File: config.mk
export PLATFORM = sky130hd
export DESIGN_NAME = jellyvl_periodic_pulse_gen
export DESIGN_NICKNAME = d
export VERILOG_FILES = /design/src/rtl/jellyvl_periodic_pulse_gen.sv
export SDC_FILE = /design/constraint.sdc
export NUM_CORES = 2
export LEC_CHECK = 0
export BUFFER_PORTS_ARGS = -buffer_cell sky130_fd_sc_hd__buf_4
export CAP_MARGIN = 5
export CORE_MARGIN = 4
export CORE_UTILIZATION = 59
export DETAILED_ROUTE_END_ITERATION = 10
export PLACE_DENSITY = 0.92
export REMOVE_ABC_BUFFERS = 1
export SETUP_SLACK_MARGIN = 0.4
export SLEW_MARGIN = 20
export SYNTH_ARGS = -nofsm -noshare
export SYNTH_HDL_FRONTEND = slang
export SYNTH_SLANG_ARGS = --single-unit
export TNS_END_PERCENT = 20
File: constraint.sdc
create_clock -name clk -period 3.5 [get_ports clk]
set_input_delay 0.35 -clock clk [delete_from_list [all_inputs] [get_ports clk]]
set_output_delay 0.35 -clock clk [all_outputs]
set_load 0.005 [all_outputs]
File: src/rtl/jellyvl_periodic_pulse_gen.sv
// Multi-channel periodic trigger/pulse generator on a shared free-running time base.
// Define JELLYVL_PERIODIC_PULSE_GEN_OVERRUN_EN to add the sticky per-channel overrun flag.
module jellyvl_periodic_pulse_gen #(
    parameter int NUM_CH       = 4,
    parameter int TIMER_WIDTH  = 64,
    parameter int PERIOD_WIDTH = 32,
    parameter int PULSE_WIDTH  = 16,
    parameter int COUNT_WIDTH  = 16
) (
    input  logic                            clk,
    input  logic                            reset,
    input  logic [NUM_CH-1:0]               enable,
    input  logic [NUM_CH*PERIOD_WIDTH-1:0]  phase,
    input  logic [NUM_CH*PERIOD_WIDTH-1:0]  period,
    input  logic [NUM_CH*PULSE_WIDTH-1:0]   pulse_len,
    input  logic [NUM_CH*COUNT_WIDTH-1:0]   repeat_num,
    input  logic [TIMER_WIDTH-1:0]          current_time,
    output logic [NUM_CH-1:0]               trigger,
    output logic [NUM_CH-1:0]               pulse,
    output logic [NUM_CH-1:0]               done
`ifdef JELLYVL_PERIODIC_PULSE_GEN_OVERRUN_EN
    ,
    output logic [NUM_CH-1:0]               overrun
`endif
);

    typedef enum logic [1:0] {
        ST_IDLE,
        ST_WAIT,
        ST_DONE
    } state_t;

    logic [PERIOD_WIDTH-1:0] time_low;
    assign time_low = current_time[PERIOD_WIDTH-1:0];

    generate
        if (TIMER_WIDTH > PERIOD_WIDTH) begin : g_unused_time
            logic unused_time_bits;
            assign unused_time_bits = ^current_time[TIMER_WIDTH-1:PERIOD_WIDTH];
        end
    endgenerate

    for (genvar i = 0; i < NUM_CH; i++) begin : g_ch
        state_t                  state;
        logic [PERIOD_WIDTH-1:0] next_time;
        logic [PERIOD_WIDTH-1:0] cfg_period;
        logic [PULSE_WIDTH-1:0]  cfg_len;
        logic [COUNT_WIDTH-1:0]  cfg_repeat;
        logic [COUNT_WIDTH-1:0]  fire_cnt;
        logic [PULSE_WIDTH-1:0]  pulse_cnt;
        logic                    trig_r;
        logic                    done_r;
        logic [PERIOD_WIDTH-1:0] diff;
        logic                    expired;
        logic                    idle_load;
        logic                    fire;
        logic                    last_fire;

        // Wrap-safe: expired while t lies within the half-range after next_time.
        assign diff      = time_low - next_time;
        assign expired   = ~diff[PERIOD_WIDTH-1];
        assign idle_load = !enable[i] || (state == ST_IDLE);
        assign fire      = !idle_load && (state == ST_WAIT) && expired;
        assign last_fire = (cfg_period == '0)
                        || ((cfg_repeat != '0) && (fire_cnt + COUNT_WIDTH'(1) == cfg_repeat));

        // NOTE: sequential state uses non-blocking assignments so every register
        // in the channel sees pre-edge values regardless of statement order.
        always_ff @(posedge clk) begin
            if (reset) begin
                state      <= ST_IDLE;
                next_time  <= '0;
                cfg_period <= '0;
                cfg_len    <= '0;
                cfg_repeat <= '0;
                fire_cnt   <= '0;
                pulse_cnt  <= '0;
                trig_r     <= 1'b0;
                done_r     <= 1'b0;
            end else if (idle_load) begin
                state      <= enable[i] ? ST_WAIT : ST_IDLE;
                next_time  <= phase[i*PERIOD_WIDTH +: PERIOD_WIDTH];
                cfg_period <= period[i*PERIOD_WIDTH +: PERIOD_WIDTH];
                cfg_len    <= pulse_len[i*PULSE_WIDTH +: PULSE_WIDTH];
                cfg_repeat <= repeat_num[i*COUNT_WIDTH +: COUNT_WIDTH];
                fire_cnt   <= '0;
                pulse_cnt  <= '0;
                trig_r     <= 1'b0;
                done_r     <= 1'b0;
            end else begin
                trig_r <= 1'b0;
                if (pulse_cnt != '0) begin
                    pulse_cnt <= pulse_cnt - PULSE_WIDTH'(1);
                end
                if (fire) begin
                    trig_r    <= 1'b1;
                    pulse_cnt <= cfg_len;
                    next_time <= next_time + cfg_period;
                    fire_cnt  <= fire_cnt + COUNT_WIDTH'(1);
                    if (last_fire) begin
                        state  <= ST_DONE;
                        done_r <= 1'b1;
                    end
                end
            end
        end

        assign trigger[i] = trig_r;
        assign pulse[i]   = (pulse_cnt != '0);
        assign done[i]    = done_r;

`ifdef JELLYVL_PERIODIC_PULSE_GEN_OVERRUN_EN
        logic ovr_r;

        // Sticky until IDLE: a fire that cut a running pulse or followed a fire directly.
        always_ff @(posedge clk) begin
            if (reset || idle_load) begin
                ovr_r <= 1'b0;
            end else if (fire && ((pulse_cnt > PULSE_WIDTH'(1)) || trig_r)) begin
                ovr_r <= 1'b1;
            end
        end

        assign overrun[i] = ovr_r;
`endif
    end

endmodule

==> key figures <==
Pwr
  • Worst VDD drop: 350.4 uV
  • PD cells: 419.8 nW/um^2
  • Total Power: 17.07 mW
  • Leakage: 17.49 nW

Timing
  • # setup viols final: 0
  • Slew margin rel.: 36.88%
  • Final Cycle Share: 89.73%
  • Fin. max-slew vios: 0
  • Setup Skew: 19.84 ps
  • Tmin final: 3140 ps
  • Actual slew at the worst max-slew pin: 943.2 ps
  • Unrepaired setup endpoints after global routing: true
  • Final hold viol count: 0
  • Achievable Freq: 0.3184 GHz

Synthesis
  • Simple-gate area share of the yosys netlist: 22.25%
  • Synthesized area per cell: 7.620 sq um
  • Compound-Gate Fraction of Synth Area: 21.76%
  • Synthesized area: 32040 sq um
  • Synth top area cells: dfxtp_1 33%, nand2_1 9.9%, ha_1 9.8%, a21oi_1 8.1%, xnor2_1 4.8%
  • Post-synth EDFFs: 0
  • Mapped Cells: 4205
  • Yosys reg bits: 528
  • Largest family of logic cells by synthesized area: simple AND/OR/NAND/NOR gates
  • Top FF cell, synth: dfxtp_1
  • Adder-cell share of the synthesized area: 10.09%
  • Synth top area share: 32.99%
  • Post-synthesis mux area share: 0.5232%
  • Yosys cell types: 82
  • Cell accounting for the most synthesized area: dfxtp_1
  • Seq/Total Area, Yosys: 32.99%
  • Xor/xnor cell area share of the yosys netlist: 7.735%
  • Synth Warn #: 0
  • Asr flop ratio synth: 0%

Drt
  • Vias per cell: 6.320
  • Vias: 34861
  • TritonRoute pass-1 iters: 6
  • Wirelength per Cell: 20.81 um
  • WL final: 114.8 mm
  • Antenna-violating nets left: 0
  • DR DRC count: 0
  • Iter 0 DRT Violations: 3687

Critical path
  • CP Cell Sequence: ha_1 > inv_1 > fa_1 > nand2b_1 > o2bb2ai_1 > a21o_1 > o31ai_1 > a32oi_1 > a21oi_1 > xor2_1 > nor2_1 > a311oi_1
  • CP Launch Type: flip-flop
  • Internal reg-to-reg setup slack: 360 ps
  • Critical path endpoint category: flip-flop
  • FF-to-FF End: g_ch[2].next_time[28]
  • Slowest-stage cell, CP: o31ai_1
  • Slowest stage delay, CP: 400 ps
  • Worst r2r path cells: 12
  • CP Class: flip-flop to flip-flop
  • Critical Path AT: 3650 ps
  • Critical Path RT: 4010 ps
  • Worst r2r src: g_ch[2].cfg_period[0]
  • Worst-path fanout max: 4

Min path
  • WHS Path Cells: 3
  • Hold Crit Start: pulse_len[34]
  • Worst hold endpoint: g_ch[2].cfg_len[2]
  • Hold WC Path Type: input port to flip-flop

Global routing
  • Aggregate global routing overflow: 0
  • Global-route wire length before repair: 173.9 mm
  • Largest net degree at the start of global routing: 174
  • Vias in the first global route: 33271
  • Initial antenna violation count: 8
  • GRT Overall Usage: 36.71%

Floorplanning
  • Die Wd: 241.0 um
  • # IOs: 466
  • Core Region: 53810 sq um
  • Starting Density: 59.54%
  • Row Count: 85
  • Die height: 241.0 um
  • Die ar.: 58100 sq um

Placement
  • Gpl congestion: 0.9589
  • Placed Cells incl. Taps: 5175
  • Half-perimeter wire length after placement: 73.85 mm
  • IO buf count: 433

Finish
  • Synth-to-Final Area Change: 26.91%
  • Most frequent cells in the layout: 843 x nand2_1, 520 x dfxtp_1, 514 x a21oi_1
  • Nets: 5475
  • Layout cells sized above 1: 14.62%
  • Commonest non-fill, non-tap cell in the layout: nand2_1
  • Final Non-Filler Cells: 5516

Flow run
  • Max-capacitance violation count: 0

Clock tree
  • CTS Buf Count: 55
  • CTS tree: done
  • Clk sinks: 528
  • Worst-case clock buffer depth: 3
  • Clock transition at path regs: 70 ps
  • H-tree depth: 2
  • Clock latency on the worst-skew pair: 620 ps
  • CTS Root Cell: clkbuf_16

Outcome
  • Status: completed
[area by class of cell]
class,count,area [sq um]
Multi-Input combinational cell,3297,20370
Timing Repair Buffer,721,6163
Sequential cell,528,10580
Tap cell,696,870.8
Antenna cell,10,25.02
Clock buffer,66,1530
Fill cell,3534,13150
Inverter,162,608.1
Clock inverter,36,523.0
[per-layer routing]
layer	wire length, um	track usage [%]	part of all wire (%)	up-vias
li1	-	-	-	15960
met3	10690	6.319	9.3	581
met2	52690	60.49	46	2181
met1	42970	44.97	37	16137
met5	14	0	0.012	-
met4	8411	22.54	7.3	2
[registers in the layout (all words and copies together) (netlist names)]
name             cells
g_ch.pulse_cnt      64
g_ch.cfg_repeat     64
g_ch.next_time     128
g_ch.state           8
g_ch.done_r          4
g_ch.fire_cnt       64
g_ch.trig_r          4
g_ch.cfg_period    128
g_ch.cfg_len        64
[worst max-delay path, delay by kind of cell, from the launching register on]
| family | cells | cell delay (ps) |
|---|---|---|
| flip-flops | 1 | 380 |
| XOR/XNOR | 1 | 190 |
| AND/OR/NAND/NOR | 2 | 240 |
| adder cells (fa/ha/maj) | 2 | 600 |
| AO/OA/AOI/OAI | 6 | 1570 |
| buffers and inverters | 1 | 60 |
[cell usage after synthesis, types with 8 or more instances]
cell type,number
a311oi_1,32
o21bai_1,16
nand2b_1,34
nand2_1,847
a211oi_1,44
or3_1,29
dfxtp_1,528
o22ai_1,8
a31oi_1,50
a22oi_1,27
xor2_1,106
o211ai_1,22
nor3_1,65
xnor2_1,177
inv_1,160
and4_1,17
and3_1,27
a21boi_0,13
o21ai_0,163
a21o_1,93
o31ai_1,15
a2111oi_0,15
a21oi_1,520
a211o_1,11
nor3b_1,10
nand3_1,149
nor2_1,247
o21a_1,30
a221oi_1,9
buf_4,8
clkbuf_1,181
nand4_1,43
nor4_1,64
ha_1,252
or4_1,11
o221ai_1,9
and2_1,15
nor2b_1,19
mux2i_1,10
buf_2,23
[cell families after synthesis]
group | Yosys count
AO/OA/AOI/OAI | 1140
multiplexers | 16
adder cells (fa/ha/maj) | 256
XOR/XNOR | 283
flip-flops | 528
buffers and inverters | 381
AND/OR/NAND/NOR | 1601
[worst max-delay path by stage]
| stage | startpoint | to | cells after the start |
|---|---|---|---|
| global route | g_ch[0].cfg_period[0] | g_ch[0].next_time[24] | 13 |
| CTS | g_ch[0].cfg_period[0] | g_ch[0].next_time[24] | 12 |
| global placement | current_time[30] | g_ch[1].next_time[10] | 12 |
| finish | g_ch[2].cfg_period[0] | g_ch[2].next_time[28] | 12 |
| detailed placement | current_time[12] | g_ch[3].pulse_cnt[14] | 12 |
| floorplan | g_ch[2].next_time[28] | g_ch[2].next_time[12] | 11 |
[where the power goes]
group / internal (mW) / leakage [nW] / switching [mW] / total (mW)
combinational: 1.67 / 12.1 / 2.05 / 3.73
clock: 4.01 / 0.990 / 2.67 / 6.68
sequential: 6.33 / 4.36 / 0.332 / 6.66
total: 12.0 / 17.5 / 5.06 / 17.1
[through the flow]
step / utilization, % / setup slack (ps) / area [sq um] / TNS, ps / hold WS [ps]
after floorplan: - / -1244 / 31160 / -117060 / 419.1
after global placement: 66.87 / 266.1 / 35980 / 0 / 436.6
after detailed placement: 66.87 / 165.6 / 35980 / 0 / 439.1
after CTS: 74.75 / 304.8 / 40230 / 0 / 0.02426
after global routing: 75.55 / 234.6 / 40660 / 0 / 15.89
final: 75.57 / 359.6 / 40670 / 0 / 25.92
[timing repair]
action                                 CTS  global route
pin swaps                                3            21
buffers inserted                         6             9
endpoints found under the hold margin  210             0
resized for setup                       11            70
cloned                                   0             4
hold buffers                           210             0
setup endpoints to repair              112           189
Note: power is estimated with default switching activity, not from simulation.
